==> src/rtl/vector_scanner.sv <==
// vector_scanner: takes a WIDTH-bit vector over valid/ready and reports set-bit
// indices, either the first one only or every one in turn, on a registered output.
module vector_scanner #(
  parameter int  WIDTH     = 32,
  parameter bit  MSB_FIRST = 1'b0,
  localparam int POS_W     = $clog2(WIDTH) + 1
) (
  input  logic             clk_i,
  input  logic             rst_ni,
  input  logic             in_valid_i,
  output logic             in_ready_o,
  input  logic [WIDTH-1:0] in_data_i,
  input  logic             in_mode_i,
  output logic             out_valid_o,
  input  logic             out_ready_i,
  output logic [POS_W-1:0] out_pos_o,
  output logic             out_last_o,
  output logic             out_none_o
);

  localparam int LOG = $clog2(WIDTH);

  typedef enum logic {
    IDLE = 1'b0,
    EMIT = 1'b1
  } state_e;

  state_e             state_q, state_d;
  logic [WIDTH-1:0]   work_q, work_d;
  logic               mode_q, mode_d;
  logic [POS_W-1:0]   pos_q, pos_d;
  logic               last_q, last_d;
  logic               none_q, none_d;

  logic               accept;
  logic               outFire;
  logic [WIDTH-1:0]   clearMask;
  logic [WIDTH-1:0]   remaining;
  logic [WIDTH-1:0]   scanSrc;
  logic [WIDTH-1:0]   scanOrdered;
  logic               scanSingle;
  logic               foundAny;
  logic [LOG-1:0]     rawIdx;
  logic [LOG-1:0]     mappedIdx;
  logic [POS_W-1:0]   scanPos;

  assign in_ready_o  = (state_q == IDLE) || (out_ready_i && last_q);
  assign accept      = in_valid_i && in_ready_o;
  assign outFire     = (state_q == EMIT) && out_ready_i;

  assign clearMask   = {{(WIDTH-1){1'b0}}, 1'b1} << pos_q[LOG-1:0];
  assign remaining   = work_q & ~clearMask;

  // One search tree serves both a freshly accepted vector and the leftover bits.
  assign scanSrc     = accept ? in_data_i : remaining;
  assign scanSingle  = (scanSrc != '0) && ((scanSrc & (scanSrc - WIDTH'(1))) == '0);

  // Reversing the input lets one lowest-first tree serve both directions.
  always_comb begin
    for (int i = 0; i < WIDTH; i++) begin
      scanOrdered[i] = MSB_FIRST ? scanSrc[WIDTH-1-i] : scanSrc[i];
    end
  end

  for (genvar l = 0; l <= LOG; l++) begin : lvl
    localparam int N = WIDTH >> l;
    logic [N-1:0]     v;
    logic [N*LOG-1:0] ix;
    if (l == 0) begin : leaf
      assign v  = scanOrdered;
      assign ix = '0;
    end else begin : node
      for (genvar n = 0; n < N; n++) begin : pair
        logic [LOG-1:0] lowIdx;
        logic [LOG-1:0] highIdx;
        assign lowIdx  = lvl[l-1].ix[(2*n)*LOG +: LOG];
        assign highIdx = lvl[l-1].ix[(2*n+1)*LOG +: LOG] | (LOG'(1) << (l-1));
        assign v[n]    = lvl[l-1].v[2*n] | lvl[l-1].v[2*n+1];
        assign ix[n*LOG +: LOG] = lvl[l-1].v[2*n] ? lowIdx : highIdx;
      end
    end
  end

  assign foundAny  = lvl[LOG].v[0];
  assign rawIdx    = lvl[LOG].ix[LOG-1:0];
  assign mappedIdx = MSB_FIRST ? ~rawIdx : rawIdx;
  assign scanPos   = foundAny ? {1'b0, mappedIdx} : POS_W'(WIDTH);

  // An accept always wins, which lets a new vector follow the last result with no bubble.
  always_comb begin
    state_d = state_q;
    work_d  = work_q;
    mode_d  = mode_q;
    pos_d   = pos_q;
    last_d  = last_q;
    none_d  = none_q;
    if (accept) begin
      state_d = EMIT;
      work_d  = in_data_i;
      mode_d  = in_mode_i;
      pos_d   = scanPos;
      none_d  = !foundAny;
      last_d  = !foundAny || !in_mode_i || scanSingle;
    end else if (outFire) begin
      if (last_q) begin
        state_d = IDLE;
      end else begin
        work_d = remaining;
        pos_d  = scanPos;
        last_d = !mode_q || scanSingle;
      end
    end
  end

  always_ff @(posedge clk_i or negedge rst_ni) begin
    if (!rst_ni) begin
      state_q <= IDLE;
      work_q  <= '0;
      mode_q  <= 1'b0;
      pos_q   <= '0;
      last_q  <= 1'b0;
      none_q  <= 1'b0;
    end else begin
      state_q <= state_d;
      work_q  <= work_d;
      mode_q  <= mode_d;
      pos_q   <= pos_d;
      last_q  <= last_d;
      none_q  <= none_d;
    end
  end

  assign out_valid_o = (state_q == EMIT);
  assign out_pos_o   = pos_q;
  assign out_last_o  = last_q;
  assign out_none_o  = none_q;

endmodule
==> config.mk <==
export PLATFORM = sky130hd
export DESIGN_NAME = vector_scanner
export DESIGN_NICKNAME = d
export VERILOG_FILES = /design/src/rtl/vector_scanner.sv
export SDC_FILE = /design/constraint.sdc
export NUM_CORES = 1
export LEC_CHECK = 0
export BUFFER_PORTS_ARGS = -buffer_cell sky130_fd_sc_hd__buf_2
export CORE_MARGIN = 1.5
export CORE_UTILIZATION = 55
export DETAILED_ROUTE_END_ITERATION = 10
export GPL_TIMING_DRIVEN = 1
export PLACE_DENSITY = 0.77
export SYNTH_ARGS = -nofsm -noshare
export SYNTH_HDL_FRONTEND = slang
export SYNTH_SLANG_ARGS = --single-unit
==> constraint.sdc <==
create_clock -name clk_i -period 3.36 [get_ports clk_i]
set_input_delay 0.504 -clock clk_i [delete_from_list [all_inputs] [get_ports clk_i]]
set_output_delay 0.504 -clock clk_i [all_outputs]
set_load 0.005 [all_outputs]
==> out/summary.txt, run 1 <==
Setup TNS -> 0 ps
Total wire length -> 10200 um
Launch point of the critical path -> out_pos_o[4]
Nets@finish -> 491
Placed standard-cell area -> 3660 um2
Post-detailed-route via-to-cell ratio -> 6.61
Area fraction in compound gates after synthesis -> 34.3%
Max FO, Critical Path -> 10
Setup repair bufs after CTS -> 0
Proportion of layout cells with a drive suffix above 1 -> 25.1%
Category of the most critical setup path -> reg -> reg
Area of the mapped netlist -> 3250 um2
Aggregate global-route resource usage -> 33.5%
Placeable core area -> 5610 um2
Worst IR drop on VDD -> 0.000533 V
Data required time of the critical path -> 3600 ps
Syn-to-layout area delta -> 16.2%
# DRC -> 0
Number of levels in the clock H-tree -> 2
Asr flop ratio synth -> 100%
Share of synthesized area occupied by flip-flops and latches -> 32.3%
Antenna violations before repair -> 0
Violation count after the first detailed-routing iteration -> 315
Post-detailed-route wirelength per cell -> 19.3 um
Leading cell types by total area after synthesis -> sky130_fd_sc_hd__dfrtp_1 32%, sky130_fd_sc_hd__o21ai_0 9.2%, sky130_fd_sc_hd__nand2_1 5.3%
Number of setup violations in the final report -> 0
Number of instances in the synthesized netlist -> 402
Period Utilization, post-route -> 95.5%
Highest clock frequency the design can meet -> 312 MHz
Clock Sinks -> 42
Via total after detailed routing -> 3485
Beginning of the worst register-to-register path -> out_pos_o[4]
First-pass GRT wire length -> 16200 um
Largest clock skew in the final design -> 13.1 ps
Finished layout cell area -> 3780 um2
GR Overflow Total -> 0
Die footprint -> 6380 um2
I/O Pins -> 47
Number of routed nets with antenna violations -> 0
Combinational family with the most area after synthesis -> compound AO/OA/AOI/OAI gates
Most numerous cell types in the synthesized netlist -> 60 x sky130_fd_sc_hd__o21ai_0, 46 x sky130_fd_sc_hd__nand2_1, 42 x sky130_fd_sc_hd__dfrtp_1
Crit path largest cell delay -> 550 ps
Clock Root Buffer -> sky130_fd_sc_hd__clkbuf_8
Leakage -> 1.56 nW
Final HPWL DP -> 7530 um
Leading area contributor after synthesis -> sky130_fd_sc_hd__dfrtp_1
Share of synthesized cell area in full adder, half adder and majority cells -> 0%
Min cycle time layout -> 3210 ps
Fill cell instance count of the final layout -> 471
Num rows -> 27
Worst max-slew margin expressed relative to the limit -> 35.9%
Arrival time worst endpoint -> 3450 ps
Average footprint of a synthesized cell -> 8.08 um2
Vertical die dimension -> 79.9 um
Endpoint of the most critical setup path -> out_last_o
Share of Yosys cell area claimed by the top area cell type -> 32.3%
Post-synthesis simple-gate area fraction -> 22.9%
Post-cts resize count -> 0
Final weighted congestion in routability-driven placement -> 0.920
Clock tree from TritonCTS -> yes
Final setup slack of the worst path -> 150 ps
Synth warnings -> 0
Synth Flop Type -> sky130_fd_sc_hd__dfrtp_1
Clk_lat worst skew -> 310 ps
Hold_buf cts -> 0
Sort of element at the end of the critical path -> flop
Share of synthesized area spent on multiplexers -> 7.05%
Number of slew-limit violations in the final report -> 0
Logic depth of the worst register-to-register path -> 9
Post-synth EDFFs -> 0
Clock buffer count from CTS -> 5
Maxcap violations -> 0
Number of inserted diodes -> 0
Placement Setup Slack -> 212 ps
Most frequent cell on the critical path -> sky130_fd_sc_hd__or2_2
Slowest-stage cell, CP -> sky130_fd_sc_hd__dfrtp_1
Xor-xnor portion of the synthesized cell area -> 0%
Path type of the worst min-delay path -> in -> async
Total count of hold-check failures in the final report -> 0
Ratio of total power to cell area -> 819 nW/um2
Multi-input logic area -> 2110 um2
Flop2flop setup slack -> 150 ps
Slew of the pin with the lowest slew margin -> 961 ps
Setup repair after global routing missed its margin -> no
Post-synth net total -> 439
Cell variety after synth -> 62
Buffers from clock root to sink, at most -> 2
Critical path, cell by cell -> or3b_1, o21ai_0, a31oi_1, or2_2, nor2_1, nand3_1, or2_2, a32oi_1, a41o_1
Vias in the first global route -> 3305
Outcome -> completed
DR pass1 iterations -> 5
Most frequent cell after synthesis -> sky130_fd_sc_hd__o21ai_0
Input/output buffers -> 46
Worst-path clk slew -> 90 ps
Die width -> 79.9 um
Starting density of the core -> 57.9%
Reg2reg end -> out_last_o
Startpoint type of the worst setup path -> flop
Register cell area after layout -> 1050 um2
Maximum number of pins on one net before global-route repair -> 43
Post-synthesis register bit count -> 42
through the flow:
step	util (%)	hold WS (ps)	power (mW)	cells
2_1_floorplan	-	208	2.05	402
3_3_place_gp	65.2	454	2.61	519
3_5_place_dp	65.2	462	2.64	519
4_1_cts	67.2	387	3.05	527
5_1_grt	67.3	419	3.31	527
6_report	67.3	343	3.09	527
worst max-delay path, delay by kind of cell (launching register included):
family / cells / cell delay (ps)
DFF: 1 / 550
and+or+nand+nor: 5 / 1650
AOI/OAI and AO/OA: 4 / 930
cells by family (layout without fill, tap and decap cells):
kind of cell / after synthesis / in the layout
muxes: 21 / 21
and+or+nand+nor: 140 / 140
buffers and inverters: 28 / 81
AOI/OAI and AO/OA: 171 / 171
DFF: 42 / 42
flip-flops by register name (all words and copies together), names as in the netlist:
register     flops
out_last_o       1
work_q          32
out_none_o       1
out_valid_o      1
mode_q           1
out_pos_o        6
where the power goes:
group          internal [mW]  switching [mW]  leakage (nW)  total [mW]
Sequential             0.711           0.149         0.532       0.860
Combinational          0.741            1.08         0.974        1.82
Clock                  0.222           0.192        0.0514       0.415
metal layers:
metal | vias up | track usage, % | part of all wire (%)
li1 | 1633 | - | -
met1 | 1681 | 42.5 | 44
met2 | 143 | 58.0 | 47
met3 | 28 | 4.34 | 5.8
met4 | 0 | 12.2 | 3.1
met5 | - | 0 | 0
placed cells by master (no fill, tap or decap), types with 4 or more instances in the layout:
cell type,n
sky130_fd_sc_hd__o21a_1,18
sky130_fd_sc_hd__nor2_1,21
sky130_fd_sc_hd__a31oi_1,11
sky130_fd_sc_hd__a21boi_0,6
sky130_fd_sc_hd__clkbuf_8,5
sky130_fd_sc_hd__dfrtp_1,41
sky130_fd_sc_hd__mux2_2,15
sky130_fd_sc_hd__a21oi_1,21
sky130_fd_sc_hd__o31ai_1,7
sky130_fd_sc_hd__buf_4,22
sky130_fd_sc_hd__nand2b_1,5
sky130_fd_sc_hd__o21ai_1,8
sky130_fd_sc_hd__o21ai_0,60
sky130_fd_sc_hd__inv_1,4
sky130_fd_sc_hd__nand2_1,46
sky130_fd_sc_hd__buf_2,46
sky130_fd_sc_hd__nand3_1,22
sky130_fd_sc_hd__nor4b_1,7
sky130_fd_sc_hd__nor3_1,7
sky130_fd_sc_hd__or2_2,6
sky130_fd_sc_hd__mux2i_1,6
worst min-delay path by stage:
stage	start	end	slack (ps)
after floorplan	rst_ni	mode_q	210
after global placement	mode_q	mode_q	450
after detailed placement	mode_q	mode_q	460
after CTS	rst_ni	work_q[6]	390
after global routing	rst_ni	work_q[6]	420
final	rst_ni	work_q[6]	340
cell type report:
type | count | area share, %
Multi-Input combinational cell | 332 | 55.9
Sequential cell | 42 | 27.9
Clock buffer | 6 | 1.92
Clock inverter | 2 | 0.994
Timing Repair Buffer | 68 | 10.5
Tap cell | 72 | 2.39
Inverter | 5 | 0.497
Note: power is estimated with default switching activity, not from simulation.
==> run 2: changes to the inputs <==
--- a/config.mk
+++ b/config.mk
@@ -6,11 +6,13 @@
 export NUM_CORES = 1
 export LEC_CHECK = 0
 export BUFFER_PORTS_ARGS = -buffer_cell sky130_fd_sc_hd__buf_2
+export CELL_PAD_IN_SITES_DETAIL_PLACEMENT = 1
+export CELL_PAD_IN_SITES_GLOBAL_PLACEMENT = 1
 export CORE_MARGIN = 1.5
-export CORE_UTILIZATION = 55
+export CORE_UTILIZATION = 43
 export DETAILED_ROUTE_END_ITERATION = 10
 export GPL_TIMING_DRIVEN = 1
-export PLACE_DENSITY = 0.77
+export PLACE_DENSITY_LB_ADDON = 0.1
 export SYNTH_ARGS = -nofsm -noshare
 export SYNTH_HDL_FRONTEND = slang
 export SYNTH_SLANG_ARGS = --single-unit
==> run 2 against run 1 <==
  * Clock power down 11%
  * Global-route usage down 3.0 points
  * First-iteration DRC count down 28%
  * Clock skew down 2.1 ps
  * Largest power group unchanged
  * Critical path depth unchanged
  * Via count up 0.49%
  * Sequential power up 0.8%
==> out/summary.txt, run 2 (synthesized netlist as in run 1, its figures left out) <==
Arrival time worst endpoint -> 3490 ps (+40 ps)
Highest clock frequency the design can meet -> 308 MHz (-0.99%)
Category of the most critical setup path -> reg -> reg
Clock Sinks -> 42 (unchanged)
Worst IR drop on VDD -> 0.000274 V (-49%)
GR Overflow Total -> 0 (unchanged)
Setup repair bufs after CTS -> 0 (unchanged)
Setup repair after global routing missed its margin -> no
Syn-to-layout area delta -> 19.3%
Fill cell instance count of the final layout -> 961 (+100%)
I/O Pins -> 47 (unchanged)
Leakage -> 1.60 nW (+2.5%)
Data required time of the critical path -> 3610 ps (about the same)
Clk_lat worst skew -> 310 ps (about the same)
Number of slew-limit violations in the final report -> 0 (unchanged)
CP top delay family -> compound AO/OA/AOI/OAI gates
Clock tree from TritonCTS -> yes
Min cycle time layout -> 3240 ps (+32.1 ps)
Antenna violations before repair -> 0 (unchanged)
Via total after detailed routing -> 3502 (+0.49%)
Number of setup violations in the final report -> 0 (unchanged)
Post-detailed-route via-to-cell ratio -> 6.23 (-5.8%)
Worst max-slew margin expressed relative to the limit -> 33.4% (-2.5 points)
First-pass GRT wire length -> 19600 um (+21%)
Critical path, cell by cell -> or3_1, o21ai_1, a31oi_2, nor4b_4, nand2_1, a221o_1, a2111o_1, nor4_2, a41o_1
Maxcap violations -> 0 (unchanged)
Stages on the worst setup path -> 9 (unchanged)
Largest clock skew in the final design -> 11.0 ps (-2.12 ps)
Flip-flop count of the largest register, all copies and words added -> 32 (unchanged)
Vertical die dimension -> 89.9 um (+13%)
Number of levels in the clock H-tree -> 2 (unchanged)
Setup TNS -> 0 ps (unchanged)
Post-cts resize count -> 0 (unchanged)
Critical path buffer and inverter count -> 0 (unchanged)
Placement Setup Slack -> 139 ps (-72.5 ps)
Hold_buf cts -> 0 (unchanged)
Total count of hold-check failures in the final report -> 0 (unchanged)
Period Utilization, post-route -> 96.5% (+0.95 points)
Die footprint -> 8090 um2 (+27%)
Placeable core area -> 7290 um2 (+30%)
PnR Total Power -> 3.17 mW (+2.5%)
Post-detailed-route wirelength per cell -> 21.3 um (+10%)
Number of routed nets with antenna violations -> 0 (unchanged)
Path type of the worst min-delay path -> in -> async
Ratio of total power to cell area -> 817 nW/um2 (-0.23%)
# DRC -> 0 (unchanged)
Worst-path clk slew -> 100 ps (about the same)
Logic depth of the worst register-to-register path -> 9 (unchanged)
Die width -> 89.9 um (+13%)
Maximum number of pins on one net before global-route repair -> 43 (unchanged)
Total wire length -> 12000 um (+18%)
Final weighted congestion in routability-driven placement -> 0.940 (+2.2%)
Clock buffer count from CTS -> 5 (unchanged)
Final setup slack of the worst path -> 118 ps (-32.1 ps)
Most common cell after layout, fill and taps aside -> sky130_fd_sc_hd__o21ai_0
Clock Root Buffer -> sky130_fd_sc_hd__clkbuf_8
Proportion of layout cells with a drive suffix above 1 -> 27.0% (+1.9 points)
Slew of the pin with the lowest slew margin -> 998 ps (+37.1 ps)
Starting density of the core -> 44.6% (-13 points)
Violation count after the first detailed-routing iteration -> 226 (-28%)
Nets@finish -> 499 (+1.6%)
Startpoint type of the worst setup path -> flop
Most frequent cells in the layout -> 60 x sky130_fd_sc_hd__o21ai_0, 46 x sky130_fd_sc_hd__nand2_1, 46 x sky130_fd_sc_hd__buf_2, 42 x sky130_fd_sc_hd__dfrtp_1, 29 x sky130_fd_sc_hd__buf_4
Input/output buffers -> 46 (unchanged)
Aggregate global-route resource usage -> 30.5% (-3.0 points)
Num rows -> 31 (+15%)
Crit path largest cell delay -> 520 ps (-30 ps)
Max FO, Critical Path -> 10 (unchanged)
Vias in the first global route -> 3702 (+12%)
DR pass1 iterations -> 4 (-1)
Largest register by flop count -> work_q
Buffers from clock root to sink, at most -> 2 (unchanged)
Final HPWL DP -> 9110 um (+21%)
Sort of element at the end of the critical path -> flop
Number of inserted diodes -> 0 (unchanged)
Slowest-stage cell, CP -> sky130_fd_sc_hd__or3_1
Outcome -> completed
run 2: cell count changes in the layout (fill, tap and decap cells not counted), sizes merged:
cell,before,now
bufinv,1,0
buf,68,76
clkinv,0,1
run 2: per-stage QoR:
stage          hold WS [ps]  area, um2  util [%]  std cells
2_1_floorplan           208       3250         -        402
3_3_place_gp            460       3760      51.6        554
3_5_place_dp            466       3760      51.6        554
4_1_cts                 400       3860      52.9        562
5_1_grt                 424       3880      53.2        562
6_report                359       3880      53.2        562
run 2: layout make-up:
type	instances	area (um2)	share of cell area [%]
clock buffers	6	82.6	2.13
clock inverters	2	12.5	0.323
inverters	5	18.8	0.484
multi-input cells	332	2120	54.7
flip-flops and latches	42	1050	27.1
well taps	99	124	3.19
repair buffers	76	468	12.1
run 2: report_power, final:
part	total [mW]	switching, mW	internal [mW]
logic	1.93	1.14	0.791
clock network	0.371	0.205	0.166
registers	0.867	0.157	0.710
total	3.17	1.50	1.67
run 2: metal layers:
layer | track usage [%] | wire, um | vias up
li1 | - | - | 1646
met1 | 39.7 | 5230 | 1754
met2 | 52.9 | 5950 | 85
met3 | 3.81 | 567 | 17
met4 | 9.13 | 210 | 0
met5 | 0 | 0 | -
run 2: worst paths after layout:
path / endpoint / startpoint / slack (ps)
worst max-delay path: out_last_o / out_pos_o[2] / 120
worst min-delay path: work_q[5] / rst_ni / 360
worst max register to register: out_last_o / out_pos_o[2] / 120
worst min register to register: work_q[0] / work_q[0] / 490
max in group asynchronous: work_q[31] / rst_ni / 2390
min in group clk_i: mode_q / in_mode_i / 400
==> run 3: changes to the inputs <==
--- a/config.mk
+++ b/config.mk
@@ -13,6 +13,7 @@
 export DETAILED_ROUTE_END_ITERATION = 10
 export GPL_TIMING_DRIVEN = 1
 export PLACE_DENSITY_LB_ADDON = 0.1
+export REMOVE_ABC_BUFFERS = 1
 export SYNTH_ARGS = -nofsm -noshare
 export SYNTH_HDL_FRONTEND = slang
 export SYNTH_SLANG_ARGS = --single-unit
==> constraint.sdc (replaced) <==
create_clock -name clk_i -period 3.36 [get_ports clk_i]
set_input_delay 0.336 -clock clk_i [delete_from_list [all_inputs] [get_ports clk_i]]
set_output_delay 0.336 -clock clk_i [all_outputs]
set_load 0.005 [all_outputs]
==> run 3 against run 2 <==
  * Combinational power grew 3%
  * Wire length is 1.8% lower
  * Count of clock-buffer cells in the layout down 1
  * First-iteration DRC count is 5.3% higher
  * Via count is 0.91% lower
  * Non-clock buffer count unchanged
  * Sequential share of layout area shrank 0.16 points
  * Flip-flop and latch count did not move
  * Worst setup slack worse by 48 ps
  * Largest cell class unchanged
  * Largest power group unchanged
==> out/summary.txt, run 3 (synthesized netlist as in run 1, its figures left out) <==
Outcome -> completed
Finished layout cell area -> 3910 um2 (+0.94%)
Post-Layout Cell Count -> 562 (unchanged)
Clock Sinks -> 42 (unchanged)
Number of levels in the clock H-tree -> 2 (unchanged)
Flip-flop count of the largest register, all copies and words added -> 32 (unchanged)
Number of setup violations in the final report -> 0 (unchanged)
Switching part of the total power -> 46.8% (-0.60 points)
Ratio of total power to cell area -> 838 nW/um2 (+2.6%)
Largest clock skew in the final design -> 6.54 ps (-4.43 ps)
Sort of element at the end of the critical path -> flop
Number of inserted diodes -> 0 (unchanged)
Most frequent cells in the layout -> 57 x sky130_fd_sc_hd__o21ai_0, 47 x sky130_fd_sc_hd__buf_2, 45 x sky130_fd_sc_hd__nand2_1, 39 x sky130_fd_sc_hd__dfrtp_1, 29 x sky130_fd_sc_hd__buf_4
Buffers from clock root to sink, at most -> 2 (unchanged)
Category of the most critical setup path -> reg -> reg
Clk_lat worst skew -> 310 ps (about the same)
Num rows -> 31 (unchanged)
Logic depth of the worst register-to-register path -> 11 (+2)
Nets@finish -> 499 (unchanged)
Maximum number of pins on one net before global-route repair -> 65 (+51%)
Aggregate global-route resource usage -> 29.3% (-1.2 points)
Via total after detailed routing -> 3470 (-0.91%)
Highest clock frequency the design can meet -> 304 MHz (-1.5%)
Input/output buffers -> 46 (unchanged)
Internal power of the cells -> 1.75 mW (+4.7%)
Number of routed nets with antenna violations -> 0 (unchanged)
Starting density of the core -> 44.6% (unchanged)
Placement Setup Slack -> 71.2 ps (-68.3 ps)
I/O Pins -> 47 (unchanged)
Placed instance count -> 548 (-1.1%)
Final weighted congestion in routability-driven placement -> 0.925 (-1.6%)
Utilization after layout -> 53.7% (+0.50 points)
Total wire length -> 11700 um (-1.8%)
Hold WS -> 187 ps (-172 ps)
Portion of total power attributed to the clock network -> 13.1% (+1.4 points)
Post-detailed-route wirelength per cell -> 20.9 um (-1.8%)
Setup TNS -> 0 ps (unchanged)
Post-detailed-route via-to-cell ratio -> 6.17 (-0.91%)
First-pass GRT wire length -> 19000 um (-3.4%)
Vertical die dimension -> 89.9 um (unchanged)
Period Utilization, post-route -> 97.9% (+1.4 points)
Number of slew-limit violations in the final report -> 0 (unchanged)
Power share of the combinational group -> 60.4% (-0.5 points)
Leakage -> 1.62 nW (+1.3%)
PnR Total Power -> 3.28 mW (+3.5%)
Max FO, Critical Path -> 8 (-2)
Most common cell after layout, fill and taps aside -> sky130_fd_sc_hd__o21ai_0
DR pass1 iterations -> 4 (unchanged)
Min cycle time layout -> 3290 ps (+47.7 ps)
Proportion of power drawn by flip-flops and latches -> 26.4% (-1.0 points)
Data required time of the critical path -> 3620 ps (about the same)
Die width -> 89.9 um (unchanged)
Clock buffer count from CTS -> 5 (unchanged)
# DRC -> 0 (unchanged)
Startpoint type of the worst setup path -> flop
Total count of hold-check failures in the final report -> 0 (unchanged)
Beginning of the worst register-to-register path -> out_pos_o[2]
Final setup slack of the worst path -> 70.2 ps (-47.7 ps)
Worst-path clk slew -> 90 ps (about the same)
Violation count after the first detailed-routing iteration -> 238 (+5.3%)
Reg2reg end -> out_last_o
Placed standard-cell area -> 3710 um2 (-1.5%)
Flop2flop setup slack -> 70 ps (-50 ps)
Worst IR drop on VDD -> 0.000352 V (+29%)
Fill cell instance count of the final layout -> 922 (-4.1%)
Placeable core area -> 7290 um2 (unchanged)
Syn-to-layout area delta -> 20.4%
Slew of the pin with the lowest slew margin -> 1010 ps (+7.77 ps)
Maxcap violations -> 0 (unchanged)
Clock Root Buffer -> sky130_fd_sc_hd__clkbuf_8
Clock tree from TritonCTS -> yes
Die footprint -> 8090 um2 (unchanged)
Final HPWL DP -> 8660 um (-4.9%)
Worst max-slew margin expressed relative to the limit -> 32.9% (-0.52 points)
Vias in the first global route -> 3551 (-4.1%)
Antenna violations before repair -> 0 (unchanged)
Arrival time worst endpoint -> 3550 ps (+60 ps)
GR Overflow Total -> 0 (unchanged)
Largest register by flop count -> work_q
Path type of the worst min-delay path -> in -> async
Proportion of layout cells with a drive suffix above 1 -> 28.5% (+1.5 points)
Sw Pwr -> 1.53 mW (+2.2%)
[run 3: final cells by class]
class / instances / area (um2) / share of cell area [%]
Timing Repair Buffer: 76 / 453 / 11.6
Clock buffer: 5 / 68.8 / 1.76
Sequential cell: 42 / 1050 / 27.0
Inverter: 5 / 18.8 / 0.480
Clock inverter: 3 / 43.8 / 1.12
Multi-Input combinational cell: 332 / 2150 / 55.0
Tap cell: 99 / 124 / 3.16
[run 3: power groups by stage]
stage / Clock [mW] / Combinational (mW) / Sequential [mW]
4_1_cts: 0.435 / 1.85 / 0.871
3_3_place_gp: 0 / 1.81 / 0.868
3_5_place_dp: 0 / 1.84 / 0.880
2_1_floorplan: 0 / 1.20 / 0.824
5_1_grt: 0.452 / 2.15 / 0.894
6_report: 0.430 / 1.98 / 0.867
[run 3: worst max-delay path by stage]
stage                       to  slack, ps         start
floorplan           out_last_o       -250   out_valid_o
global placement    out_last_o         90  out_pos_o[2]
detailed placement  out_last_o         70  out_pos_o[2]
CTS                 out_last_o          9  out_pos_o[2]
global route        out_last_o        -60  out_pos_o[2]
finish              out_last_o         70  out_pos_o[2]
[run 3: routing by layer]
metal | GRT usage, % | vias to the layer above | share of wire, % | routed length (um)
met5 | 0 | - | 0 | 0
met4 | 7.01 | 0 | 1.3 | 152
met3 | 3.30 | 18 | 4.9 | 577
met2 | 50.3 | 93 | 49 | 5770
met1 | 39.6 | 1709 | 45 | 5240
li1 | - | 1650 | - | -
[run 3: critical path, cell delays in order, from the launching register on]
cell	delay, ps
sky130_fd_sc_hd__dfrtp_2	380
sky130_fd_sc_hd__buf_2	180
sky130_fd_sc_hd__or3b_4	450
sky130_fd_sc_hd__o21ai_2	210
sky130_fd_sc_hd__a31oi_1	210
sky130_fd_sc_hd__nor4b_4	390
sky130_fd_sc_hd__buf_4	220
sky130_fd_sc_hd__nand2_1	100
sky130_fd_sc_hd__a221o_1	330
sky130_fd_sc_hd__a2111o_1	370
sky130_fd_sc_hd__nor4_2	190
sky130_fd_sc_hd__a41o_1	200
[run 3: timing repair]
action	4_1_cts	5_1_grt
setup buffers	0	6
gates resized for setup	0	16
endpoints found under the setup margin	0	1
hold buffers	0	0
